`config.mk`:
```
export PLATFORM = sky130hd
export DESIGN_NAME = id_seg
export DESIGN_NICKNAME = d
export VERILOG_FILES = /design/src/rtl/id_seg.sv
export SDC_FILE = /design/constraint.sdc
export NUM_CORES = 2
export LEC_CHECK = 0
export BUFFER_PORTS_ARGS = -buffer_cell sky130_fd_sc_hd__buf_4
export CAP_MARGIN = 20
export CORE_ASPECT_RATIO = 1.4
export CORE_MARGIN = 8
export CORE_UTILIZATION = 25
export DETAILED_ROUTE_END_ITERATION = 10
export PLACE_DENSITY = 0.48
export SETUP_SLACK_MARGIN = 0.05
export SYNTH_ARGS = -nofsm -noshare
export SYNTH_HDL_FRONTEND = slang
export SYNTH_SLANG_ARGS = --single-unit
```
`constraint.sdc`:
```
create_clock -name clk -period 59.4 [get_ports clk]
set_clock_uncertainty 0.2 [all_clocks]
set_input_delay 0 -clock clk [delete_from_list [all_inputs] [get_ports clk]]
set_output_delay 0 -clock clk [all_outputs]
set_load 0.02 [all_outputs]
```
`src/rtl/id_seg.sv`:
```
// Instruction-decode stage: 32x32 register file, MIPS-subset decoder,
// load-use hazard detection and the ID/EX pipeline register.
module id_seg #(
    parameter bit WB_BYPASS = 1'b1
) (
    input  logic        clk,
    input  logic        rst,
    input  logic [31:0] NPC,
    input  logic [31:0] IR,
    input  logic        flush,
    input  logic        wbEn,
    input  logic [4:0]  wbAddr,
    input  logic [31:0] wbData,
    output logic [31:0] npcOut,
    output logic [31:0] A,
    output logic [31:0] B,
    output logic [31:0] imm,
    output logic [4:0]  shamt,
    output logic [4:0]  dest,
    output logic [11:0] ctrl,
    output logic [31:0] jumpTarget,
    output logic        illegal,
    output logic        stall
);

    localparam logic [5:0] OP_RTYPE = 6'h00, OP_J    = 6'h02, OP_JAL  = 6'h03,
                           OP_BEQ   = 6'h04, OP_BNE  = 6'h05, OP_ADDI = 6'h08,
                           OP_ANDI  = 6'h0C, OP_ORI  = 6'h0D, OP_LUI  = 6'h0F,
                           OP_LW    = 6'h23, OP_SW   = 6'h2B;

    localparam logic [3:0] ALU_ADD = 4'd0, ALU_SUB = 4'd1, ALU_AND = 4'd2,
                           ALU_OR  = 4'd3, ALU_XOR = 4'd4, ALU_SLT = 4'd5,
                           ALU_SLL = 4'd6, ALU_SRL = 4'd7, ALU_LUI = 4'd8;

    logic [31:0] r_rf [32];
    logic [31:0] r_npc, r_a, r_b, r_imm, r_jt;
    logic [4:0]  r_shamt, r_dest;
    logic [11:0] r_ctrl;
    logic        r_illegal;

    logic [5:0]  w_op, w_funct;
    logic [4:0]  w_rs, w_rt, w_rd;
    logic [3:0]  w_alu_op;
    logic        w_alu_src, w_reg_write, w_mem_read, w_mem_write;
    logic        w_beq, w_bne, w_jump, w_link, w_known, w_rt_src;
    logic [4:0]  w_dest;
    logic [31:0] w_imm, w_a, w_b;
    logic [11:0] w_ctrl;
    logic        w_stall, w_illegal, w_bubble;

    assign w_op    = IR[31:26];
    assign w_rs    = IR[25:21];
    assign w_rt    = IR[20:16];
    assign w_rd    = IR[15:11];
    assign w_funct = IR[5:0];

    always_comb begin
        w_alu_op    = ALU_ADD;
        w_alu_src   = 1'b0;
        w_reg_write = 1'b0;
        w_mem_read  = 1'b0;
        w_mem_write = 1'b0;
        w_beq       = 1'b0;
        w_bne       = 1'b0;
        w_jump      = 1'b0;
        w_link      = 1'b0;
        w_dest      = 5'd0;
        w_known     = 1'b1;
        w_imm       = {{16{IR[15]}}, IR[15:0]};
        case (w_op)
            OP_RTYPE: begin
                w_reg_write = 1'b1;
                w_dest      = w_rd;
                case (w_funct)
                    6'h20:   w_alu_op = ALU_ADD;
                    6'h22:   w_alu_op = ALU_SUB;
                    6'h24:   w_alu_op = ALU_AND;
                    6'h25:   w_alu_op = ALU_OR;
                    6'h26:   w_alu_op = ALU_XOR;
                    6'h2A:   w_alu_op = ALU_SLT;
                    6'h00:   w_alu_op = ALU_SLL;
                    6'h02:   w_alu_op = ALU_SRL;
                    default: w_known  = 1'b0;
                endcase
            end
            OP_ADDI: begin
                w_alu_src = 1'b1; w_reg_write = 1'b1; w_dest = w_rt;
            end
            OP_ANDI: begin
                w_alu_src = 1'b1; w_reg_write = 1'b1; w_dest = w_rt;
                w_alu_op  = ALU_AND; w_imm = {16'h0, IR[15:0]};
            end
            OP_ORI: begin
                w_alu_src = 1'b1; w_reg_write = 1'b1; w_dest = w_rt;
                w_alu_op  = ALU_OR; w_imm = {16'h0, IR[15:0]};
            end
            OP_LUI: begin
                w_alu_src = 1'b1; w_reg_write = 1'b1; w_dest = w_rt;
                w_alu_op  = ALU_LUI; w_imm = {IR[15:0], 16'h0};
            end
            OP_LW: begin
                w_alu_src = 1'b1; w_reg_write = 1'b1; w_mem_read = 1'b1; w_dest = w_rt;
            end
            OP_SW: begin
                w_alu_src = 1'b1; w_mem_write = 1'b1; w_dest = w_rt;
            end
            OP_BEQ: begin
                w_alu_op = ALU_SUB; w_beq = 1'b1;
            end
            OP_BNE: begin
                w_alu_op = ALU_SUB; w_bne = 1'b1;
            end
            OP_J:    w_jump = 1'b1;
            OP_JAL: begin
                w_jump = 1'b1; w_link = 1'b1; w_reg_write = 1'b1; w_dest = 5'd31;
            end
            default: w_known = 1'b0;
        endcase
    end

    assign w_ctrl = {w_alu_op, w_alu_src, w_reg_write, w_mem_read, w_mem_write,
                     w_beq, w_bne, w_jump, w_link};

    // rt is only a hazard source when the instruction actually reads it.
    assign w_rt_src = (w_op == OP_RTYPE) || (w_op == OP_SW) ||
                      (w_op == OP_BEQ) || (w_op == OP_BNE);
    assign w_stall  = !flush && r_ctrl[5] && (r_dest != 5'd0) &&
                      ((r_dest == w_rs) || (w_rt_src && (r_dest == w_rt)));
    assign w_illegal = !w_known;
    assign w_bubble  = flush || w_stall || w_illegal;

    assign w_a = (w_rs == 5'd0) ? 32'h0 :
                 (WB_BYPASS && wbEn && (wbAddr == w_rs)) ? wbData : r_rf[w_rs];
    assign w_b = (w_rt == 5'd0) ? 32'h0 :
                 (WB_BYPASS && wbEn && (wbAddr == w_rt)) ? wbData : r_rf[w_rt];

    always_ff @(posedge clk or posedge rst) begin
        if (rst) begin
            for (int i = 0; i < 32; i++) r_rf[i] <= 32'h0;
        end else begin
            for (int i = 1; i < 32; i++) begin
                if (wbEn && (wbAddr == 5'(i))) r_rf[i] <= wbData;
            end
        end
    end

    always_ff @(posedge clk or posedge rst) begin
        if (rst) begin
            r_npc     <= 32'h0;
            r_a       <= 32'h0;
            r_b       <= 32'h0;
            r_imm     <= 32'h0;
            r_jt      <= 32'h0;
            r_shamt   <= 5'd0;
            r_dest    <= 5'd0;
            r_ctrl    <= 12'h0;
            r_illegal <= 1'b0;
        end else begin
            r_npc     <= NPC;
            r_a       <= w_a;
            r_b       <= w_b;
            r_imm     <= w_imm;
            r_jt      <= {NPC[31:28], IR[25:0], 2'b00};
            r_shamt   <= IR[10:6];
            r_dest    <= w_bubble ? 5'd0 : w_dest;
            r_ctrl    <= w_bubble ? 12'h0 : w_ctrl;
            // Only a genuinely decoded illegal instruction flags; squashed ones do not.
            r_illegal <= w_illegal && !flush && !w_stall;
        end
    end

    assign npcOut     = r_npc;
    assign A          = r_a;
    assign B          = r_b;
    assign imm        = r_imm;
    assign shamt      = r_shamt;
    assign dest       = r_dest;
    assign ctrl       = r_ctrl;
    assign jumpTarget = r_jt;
    assign illegal    = r_illegal;
    assign stall      = w_stall;

endmodule

```
==> results_dict.tcl <==
set metrics [dict create \
    portBuffers 286 \
    synth_top_family_by_area "multiplexers" \
    crit_arrival_ps 4990 \
    status "finished, final reports clean" \
    dieArea_um2 253100 \
    drt_first_pass_iters 5 \
    p_per_area_nw_per_um2 33.65 \
    peakVddDrop_mv 0.02442 \
    drt-total-wl_um 230800 \
    coreArea_um2 235800 \
    synth_top_area_cell "dfrtp_1" \
    cp-start-kind "primary input" \
    grt_setup_unrepaired "no" \
    avgViaCountPerCell 5.252 \
    synth-simple-area-share 0.03036 \
    cts_tree "yes" \
    pre_cts_ws_ps 54830 \
    antenna_found_initial 16 \
    fin_tns_setup_ps 0 \
    met3_usage 0.03155 \
    p_total_mw 2.383 \
    initial_core_util 0.2514 \
    htree_levels 4 \
    p_seq_frac 0.437 \
    io_pins 289 \
    final-hold-violation-count 0 \
    num_rows 211 \
    power.switching_uw 665.9 \
    critPathMaxFanout 89 \
    fin_nets 4433 \
    power_frac_comb 0.194 \
    grt_use_met1 0.2304 \
    dpl_cell_area_um2 64260 \
    die_w_um 427.5 \
    final.min_clock_period_ps 4256 \
    cap_violations 0 \
    utilization 0.3004 \
    drive_above_1_share 0.4689 \
    async_flop_share 1.000 \
    die-height_um 592.1 \
    hold_buffers 190 \
    synth_compound_area_frac 0.05555 \
    wire_per_inst_um 30.74 \
    grt_overflow 0 \
    cts_setup_buffers 0 \
    synth_cell_type_count 70 \
    synthAdderAreaFrac 0 \
    synth-edff-count 0 \
    finalNonFillerCells 7509 \
    synth-seq-cells 1164 \
    crit_top_cell "buf_4" \
    ys_seq_area_frac 0.4915 \
    synth_most_common_cell "dfrtp_1" \
    fill_cells 23500 \
    path_clk_slew_ps 60 \
    worstPathCellList "dlygate4sd3_1 > buf_4 > dlygate4sd3_1 > inv_8 > buf_4 > buf_4 > buf_4 > buf_4 > buf_16" \
    netlist_area_um2 59260 \
    slew-limit-headroom 0.1700 \
    yosys.area_share.xor_xnor 0.002956 \
    place_congestion 0.7632 \
    cts_resized 0 \
    worst-setup-path-type "primary input to async pin" \
    drv_slew 0 \
    yosysTopAreaCellShare 0.4915 \
    yosys_warnings 32 \
    p_clk_frac 0.369 \
    cts_sinks 1164 \
    dp_hpwl_um 129500 \
    num_vias 39440 \
    cts-root-buf "clkbuf_16" \
    synthMuxAreaShare 0.3830 \
    max_freq_mhz 235.0 \
    critPathMaxStageDelay_ps 860 \
    grt_pass1_vias 41530 \
    grt_use_total 0.1779 \
    cts.path.max_buffers 4 \
    cts_made_buffers 143 \
    hold_path_class "primary input to flip-flop" \
    end_kind "async pin" \
    grt_pass1_wl_um 326800 \
    crit_slowest_cell "buf_4" \
    setup_viol 0 \
    layout_setup_ws_ps 55140 \
    synth.avg_cell_area_um2 14.70 \
    worstMarginPinSlew_ps 1245 \
    synth_ff_type "dfrtp_1" \
    crit_required_ps 60130 \
    fin_crit_sh 0.07164 \
    p_int_mw 1.717 \
    dp.cells 7077 \
    met2_usage 0.2965 \
    clock_latency_ps 810 \
    route.detailed.drc 0 \
    grt_max_degree 159 \
    synth_area_leaders "dfrtp_1 49%, mux2_2 19%, mux4_2 16%, mux2i_1 2.2%, mux2_1 1.4%" \
    synthTopCellsByCount "1164 x dfrtp_1, 999 x mux2_2, 413 x mux4_2" \
    ant_nets 0 \
    fin_area_um2 70820 \
    power.leakage_nw 30.08 \
    grt.busiest_layer "met2" \
    syn-instance-count 4032 \
    sw_frac_of_total 0.2794 \
    timing.hold.ws_ps 18.26 \
    syn2layout_area_growth_pct 19.50 \
    drtIter0Drc 3278 \
]
layer usage:
metal  share of wire  vias to the layer above  routed length (um)
li1                -                    16050                   -
met1            0.41                    21560               95670
met2            0.48                     1379              111500
met3           0.060                      426               13880
met4           0.042                       18                9656
met5         0.00051                        -                 117
state kept, by name, summed over array words and instances, names as in the netlist:
register / flops
illegal: 1
shamt: 4
ctrl: 12
r_rf: 992
jumpTarget: 23
B: 32
npcOut: 31
A: 32
imm: 32
dest: 5
power by group through the flow:
| stage | logic (mW) | registers [mW] | clock network (mW) |
|---|---|---|---|
| 4_1_cts | 0.467 | 1.04 | 0.905 |
| 5_1_grt | 0.495 | 1.06 | 0.933 |
| 3_5_place_dp | 0.454 | 1.05 | 0 |
| 6_report | 0.462 | 1.04 | 0.879 |
| 3_3_place_gp | 0.447 | 1.05 | 0 |
| 2_1_floorplan | 0.329 | 1.03 | 0 |
layout by cell type, fill, tap and decap left out, types with 15 or more instances in the layout:
master,instances
mux2_2,999
nor2_1,83
a221oi_1,61
nand2_1,69
clkbuf_16,147
nand2b_1,21
buf_4,377
dlygate4sd3_1,190
a211oi_1,51
nor3_1,19
o21ai_1,31
dfrtp_1,1164
a31oi_1,36
clkbuf_8,28
nor2b_1,59
mux4_2,413
a21oi_1,28
clkbuf_1,30
a22oi_1,32
o22ai_1,39
mux2_1,74
a22o_1,37
a21o_1,15
a221o_1,18
o21ai_0,30
mux2i_1,131
worst paths after layout:
path | startpoint | endpoint | slack (ps) | depth (start not counted)
worst max-delay path | rst | npcOut[19] | 55140 | 9
worst min-delay path | IR[23] | jumpTarget[25] | 20 | 2
worst max register to register | dest[0] | ctrl[1] | 56550 | 5
worst min register to register | r_rf[401] | r_rf[401] | 310 | 1
max in group clk | IR[17] | B[2] | 55210 | 9
min in group asynchronous | rst | A[19] | 300 | 4
area by class of cell:
cell class                      instances  area [um2]  share of cell area
Antenna cell                            4       10.01           0.0001413
Clock buffer                          205        4177             0.05898
Clock inverter                         29       360.3            0.005089
Inverter                                6       30.03           0.0004240
Multi-Input combinational cell       2430       28190              0.3981
Sequential cell                      1164       29130              0.4113
Tap cell                             3088        3864             0.05456
Timing Repair Buffer                  583        5052             0.07135
cells by family after synthesis:
group,Yosys count
other cells,1
simple gates,347
xor+xnor,20
buf+inv,439
mux,1617
flops,1164
compound gates,444
critical path, delay by kind of cell:
kind                   cells  cell delay, ps
buffers and inverters      9            4760
Note: power is estimated with default switching activity, not from simulation.
